==> src/rtl/toggle_counter.sv <==
// Multi-mode register: hold, per-bit T flip-flop toggle, modulo up/down count, clamped load.
// Define TOGGLE_COUNTER_SAT_EN to make count mode saturate instead of wrap (wrap tied low).
module toggle_counter #(
    parameter int WIDTH     = 4,
    parameter int MAX_COUNT = 2**WIDTH-1
) (
    input  logic             clk,
    input  logic             reset,
    input  logic             en,
    input  logic [1:0]       mode,
    input  logic [WIDTH-1:0] t_in,
    input  logic             up_dn,
    input  logic [WIDTH-1:0] load_val,
    output logic [WIDTH-1:0] q,
    output logic [WIDTH-1:0] nq,
    output logic             tc,
    output logic             wrap
);

    localparam logic [WIDTH-1:0] MAX_V = WIDTH'(MAX_COUNT);
    localparam logic [WIDTH-1:0] ZERO  = '0;
    localparam logic [WIDTH-1:0] ONE   = WIDTH'(1);

    localparam logic [1:0] MODE_HOLD   = 2'b00;
    localparam logic [1:0] MODE_TOGGLE = 2'b01;
    localparam logic [1:0] MODE_COUNT  = 2'b10;
    localparam logic [1:0] MODE_LOAD   = 2'b11;

    logic [WIDTH-1:0] q_q, q_d;
    logic             wrap_q, wrap_d;
    logic [WIDTH-1:0] cnt_next;
    logic             cnt_wrap;

`ifdef TOGGLE_COUNTER_SAT_EN
    // Out-of-range values are pulled back to the ceiling in either direction.
    always_comb begin
        cnt_next = q_q;
        cnt_wrap = 1'b0;
        if (up_dn) begin
            if (q_q < MAX_V) cnt_next = q_q + ONE;
            else             cnt_next = MAX_V;
        end else begin
            if (q_q > MAX_V)      cnt_next = MAX_V;
            else if (q_q != ZERO) cnt_next = q_q - ONE;
            else                  cnt_next = ZERO;
        end
    end
`else
    // Wrap flags only true modulus rollover, never out-of-range recovery.
    always_comb begin
        cnt_next = q_q;
        cnt_wrap = 1'b0;
        if (up_dn) begin
            if (q_q < MAX_V) begin
                cnt_next = q_q + ONE;
            end else begin
                cnt_next = ZERO;
                cnt_wrap = (q_q == MAX_V);
            end
        end else begin
            if (q_q == ZERO) begin
                cnt_next = MAX_V;
                cnt_wrap = 1'b1;
            end else if (q_q > MAX_V) begin
                cnt_next = MAX_V;
            end else begin
                cnt_next = q_q - ONE;
            end
        end
    end
`endif

    always_comb begin
        q_d    = q_q;
        wrap_d = 1'b0;
        if (en) begin
            unique case (mode)
                MODE_HOLD:   q_d = q_q;
                MODE_TOGGLE: q_d = q_q ^ t_in;
                MODE_COUNT: begin
                    q_d    = cnt_next;
                    wrap_d = cnt_wrap;
                end
                MODE_LOAD:   q_d = (load_val > MAX_V) ? MAX_V : load_val;
            endcase
        end
    end

    always_ff @(posedge clk or posedge reset) begin
        if (reset) begin
            q_q    <= '0;
            wrap_q <= 1'b0;
        end else begin
            q_q    <= q_d;
            wrap_q <= wrap_d;
        end
    end

    assign q    = q_q;
    assign nq   = ~q_q;
    assign wrap = wrap_q;
    assign tc   = up_dn ? (q_q == MAX_V) : (q_q == ZERO);

endmodule

==> config.mk <==
export PLATFORM = sky130hd
export DESIGN_NAME = toggle_counter
export DESIGN_NICKNAME = d
export VERILOG_FILES = /design/src/rtl/toggle_counter.sv
export SDC_FILE = /design/constraint.sdc
export NUM_CORES = 1
export LEC_CHECK = 0
export CAP_MARGIN = 30
export CORE_AREA = 2 2 39 41
export DETAILED_ROUTE_END_ITERATION = 8
export DIE_AREA = 0 0 41 43
export PLACE_DENSITY = 0.89
export SLEW_MARGIN = 20
export SYNTH_ARGS = -nofsm -noshare
export SYNTH_HDL_FRONTEND = slang
export SYNTH_SLANG_ARGS = --single-unit
export TNS_END_PERCENT = 20
==> constraint.sdc <==
create_clock -name clk -period 5 [get_ports clk]
set_clock_uncertainty 0.2 [all_clocks]
set_input_delay 0.75 -clock clk [delete_from_list [all_inputs] [get_ports clk]]
set_output_delay 0.75 -clock clk [all_outputs]
set_load 0.005 [all_outputs]
# [Word-level counts from Yosys, hierarchy flattened]
# Cells that the tools add are included.
[totals] regBits=5 latch_bits=0 mem_bits_rw=0 rom_bits=0 inputBits=14 output_inout_bits=10 word_cells=29 n_memories=0
[op_classes] add_sub_neg=2 mul=0 div_mod_pow=0 magnitude_cmp=3 n_eq_ne=4 shift=0 n_mux=12 bitwise=3 reduce_logical=3
[ops] operator="$mux W4" n=5
[ops] operator="$pmux W4 S3" n=1
[ops] operator="$gt A4 B4 Y1 const B" n=2
[ops] operator="$mux W1" n=6
[ops] operator="$add A4 B1 Y4 const B" n=1
[ops] operator="$eq A2 B2 Y1 const B" n=2
[ops] operator="$eq A4 B4 Y1 const B" n=1
[ops] operator="$logic_not A4 Y1" n=1
[ops] operator="$lt A4 B4 Y1 const B" n=1
[ops] operator="$not A4 Y4" n=1
[ops] operator="$sub A4 B1 Y4 const B" n=1
[ops] operator="$xor A4 B4 Y4" n=1
[ops] operator="$eq A2 B1 Y1 const B" n=1
[ops] operator="$logic_not A2 Y1" n=1
[ops] operator="$reduce_and A2 Y1" n=1
[ops] operator="$not A1 Y1" n=1

# [Longest topological paths before layout]
[depth] word_depth=5 mapped_depth=6 mapped_depth_nobuf=6

# [Worst setup path before layout]
# No wires, ideal clock.
[synth_timing] kind="reg-to-output" from="register q_q[0] (netlist: q[0])" to="output port tc" t_arrival_ns=1.125 required_ns=4.050 path_slack_ns=2.925 stages_incl_launch_ff=5 n_path_buf=0 path_cell_list="dfrtp_1 inv_1 ha_1 inv_1 o41ai_2"
[synth_via] elab_chain_cells=2 word_cells_on_any_way=3 cone_classes="1 x eq/ne; 1 x mux; 1 x reduce/logical"
[synth_lines] item="start: declaration" line="29" source="logic [WIDTH-1:0] q_q, q_d;"
[synth_lines] item="start signal: assignment" line="94" source="q_q <= q_d;"
[synth_lines] item="$eq A4 B4 Y1 or $logic_not A4 Y1 (tied branches)" line="102" source="assign tc = up_dn ? (q_q == MAX_V) : (q_q == ZERO);"
[synth_lines] item="$mux W1 *" line="102"
[synth_lines] item="end: declaration" line="16" source="output logic tc,"
# Every way passes the cells marked *; elsewhere a longest branch is shown, timed or not.

# [Final worst setup path]
[layout_timing] from="input port up_dn" to="output port tc"
[layout_via] elab_chain_cells=1
[layout_lines] item="start: declaration" line="12" source="input logic up_dn,"
[layout_lines] item="$mux W1" line="102"
# Every way passes these cells.

==> impl_metrics.env <==
export IMPL_post_cts_resized=0
export IMPL_critPathMostFrequentCell="clkdlybuf4s50_1"
export IMPL_final_nets=102
export IMPL_fin_tns_setup_ns=0
export IMPL_required_ns=4.05
export IMPL_critPathKind="input pin to output port"
export IMPL_root_buffer="clkbuf_4"
export IMPL_dieArea_sq_um=1760
export IMPL_ff_latch_area_sq_um=125
export IMPL_routedWlPerCell_um=15.0
export IMPL_cts_buffers=3
export IMPL_num_vias=609
export IMPL_die_height_um=43
export IMPL_run_status="completed"
export IMPL_crit_slowest_cell="clkdlybuf4s50_1"
export IMPL_synthCells=64
export IMPL_maxCapViolCount=0
export IMPL_peakVddDrop_mv=0.121
export IMPL_worstPathMaxFanout=7
export IMPL_tritoncts="built"
export IMPL_worst_slack_ns=1.84
export IMPL_clock_path_buffers=2
export IMPL_leakagePower_nw=0.325
export IMPL_pre_cts_ws_ns=1.84
export IMPL_areaGrowthSynthToFinish_pct=42.4
export IMPL_post_drt_via_cell_ratio=6.03
export IMPL_slew_violations=0
export IMPL_max_slew_margin=0.659
export IMPL_place_hpwl_um=1070
export IMPL_grt_overflow=0
export IMPL_period_share=0.633
export IMPL_final_util=0.547
export IMPL_startpoint="up_dn"
export IMPL_n_antenna_cell=0
export IMPL_nFillCells=140
export IMPL_numPortBuffers=23
export IMPL_hold_buffers=0
export IMPL_netlist_area_sq_um=532
export IMPL_yosys_warnings=0
export IMPL_grt_use_total=0.202
export IMPL_hp_class="input pin to async pin"
export IMPL_final_hold_viol_count=0
export IMPL_fp_row_count=14
export IMPL_layout_drive_gt1_share=0.0706
export IMPL_fmax_mhz=316
export IMPL_ios=24
export IMPL_antenna_found_initial=0
export IMPL_cts_sinks=5
export IMPL_ctsHtreeMaxLevel=1
export IMPL_crit_end="tc"
export IMPL_first_global_vias=571
export IMPL_clk_pin_slew_worst_paths_ns=0.04
export IMPL_ys_ff_latch=5
export IMPL_wl_um=1520
export IMPL_fp_dieW_um=41
export IMPL_drtIter0Drc=16
export IMPL_multi_input_area_sq_um=333
export IMPL_antenna_left=0
export IMPL_timing_reg2reg_setup_slack_ns=3.09
export IMPL_worstRegToRegCells=6
export IMPL_worstReg2RegEnd="q[2]"
export IMPL_rsz0062_at_grt="false"
export IMPL_cp_arrival_ns=2.21
export IMPL_critical_path_max_stage_delay_ns=0.63
export IMPL_startpoint_type="input pin"
export IMPL_drc=0
export IMPL_drt_first_pass_iters=4
export IMPL_setup_viol=0
export IMPL_grt_pass1_wl_um=2430
export IMPL_endpoint_kind="output port"
export IMPL_initial_utilization=0.384
export IMPL_synth_nets=80
export IMPL_power_per_cell_area_nw_per_um2=301
export IMPL_place_gp_congestion=0.883
export IMPL_worstMarginPinSlew_ns=0.509
export IMPL_core_sq_um=1380
export IMPL_post_cts_setup_buffers=0
export IMPL_cp_cell_sequence="clkdlybuf4s50_1 > nand4_1 > o41ai_2 > clkdlybuf4s50_1"
export IMPL_seq_area_frac_synth=0.235
export IMPL_fin_crit_ns=3.16
export IMPL_syn_avg_cell_area_sq_um=8.31
export IMPL_r2r_start="q[0]"
export IMPL_grt_max_degree=15
export IMPL_synth_distinct_cells=30
export IMPL_clk_latency_ns=0.24
## per-layer routing
layer	global-route usage	routed length, um
met5	0	0
met2	0.278	748
met3	0.0576	126
met4	0.127	45
met1	0.265	600
## cell usage after synthesis
cell | instances | area (sq um)
or3b_1 | 1 | 8.76
a41oi_1 | 1 | 8.76
a22o_1 | 1 | 8.76
dfrtp_1 | 5 | 125
ha_1 | 2 | 25.0
buf_2 | 2 | 10.0
o31ai_1 | 1 | 7.51
o221ai_1 | 1 | 8.76
a32oi_1 | 1 | 8.76
and3_1 | 2 | 12.5
o22ai_1 | 1 | 6.26
o21ai_0 | 1 | 5.00
mux2i_1 | 2 | 20.0
and2_1 | 1 | 6.26
nand2_1 | 3 | 11.3
o41ai_1 | 1 | 8.76
o41ai_2 | 1 | 16.3
buf_4 | 1 | 7.51
xnor2_1 | 3 | 26.3
buf_6 | 3 | 33.8
nor2_1 | 3 | 11.3
inv_2 | 1 | 3.75
a211oi_1 | 1 | 7.51
a21oi_1 | 7 | 35.0
nand4_1 | 1 | 6.26
nand3_1 | 2 | 10.0
a21o_1 | 3 | 22.5
inv_1 | 5 | 18.8
nor2b_4 | 1 | 13.8
a31oi_1 | 6 | 37.5
## cell usage in the layout (no fill, tap or decap), types with 2 or more instances in the layout
cell type | netlist | routed
nand3_1 | 2 | 2
nand2_1 | 3 | 3
and3_1 | 2 | 2
dfrtp_1 | 5 | 5
mux2i_1 | 2 | 2
xnor2_1 | 3 | 3
a21oi_1 | 7 | 7
a21o_1 | 3 | 3
a31oi_1 | 6 | 6
clkbuf_4 | 0 | 3
ha_1 | 2 | 2
inv_1 | 5 | 5
nor2_1 | 3 | 3
clkdlybuf4s50_1 | 0 | 23
## cell families (layout without fill, tap and decap cells)
family                   Yosys count  count (layout)  share of synthesized area
buffers and inverters             12              33                      0.139
multiplexers                       2               2                     0.0376
XOR/XNOR                           3               3                     0.0494
AND/OR/NAND/NOR                   14              14                      0.151
AO/OA/AOI/OAI                     26              26                      0.341
flip-flops                         5               5                      0.235
adder cells (fa/ha/maj)            2               2                     0.0471
## flip-flops by register name, indices dropped and copies added (netlist names)
register  flops
wrap          1
q             4
## area by class of cell
class	count	area share
multi-input cells	47	0.440
repair buffers	23	0.304
flip-flops and latches	5	0.165
clock buffers	4	0.0347
inverters	6	0.0298
well taps	16	0.0264
## where the power goes
part	leakage (nW)	switching, mW	internal (mW)
clock	0.0150	0.0164	0.0302
sequential	0.0617	0.0201	0.0479
combinational	0.248	0.0484	0.0648
total	0.325	0.0849	0.143
## through the flow
stage	std cells	cell area [sq um]	hold WS (ns)	power [mW]
after global routing	101	757	0.523	0.247
after floorplan	64	532	0.329	0.133
final	101	757	0.508	0.228
after detailed placement	97	731	0.519	0.179
after global placement	97	731	0.505	0.174
after CTS	101	757	0.517	0.226
## critical path: cells and delay by family
kind | cells | cell delay [ns]
AO/OA/AOI/OAI | 1 | 0.10
AND/OR/NAND/NOR | 1 | 0.18
buffers and inverters | 2 | 1.19
## worst min path at each step
stage                     startpoint   end  slack (ns)  cells past startpoint
after global routing           reset  q[0]        0.52                      2
after detailed placement        q[1]  q[1]        0.52                      2
after global placement          q[0]  q[0]        0.50                      2
after CTS                      reset  q[2]        0.52                      2
final                          reset  q[2]        0.51                      2
after floorplan                reset  q[0]        0.33                      1
Power figures use the tool's default switching activity.
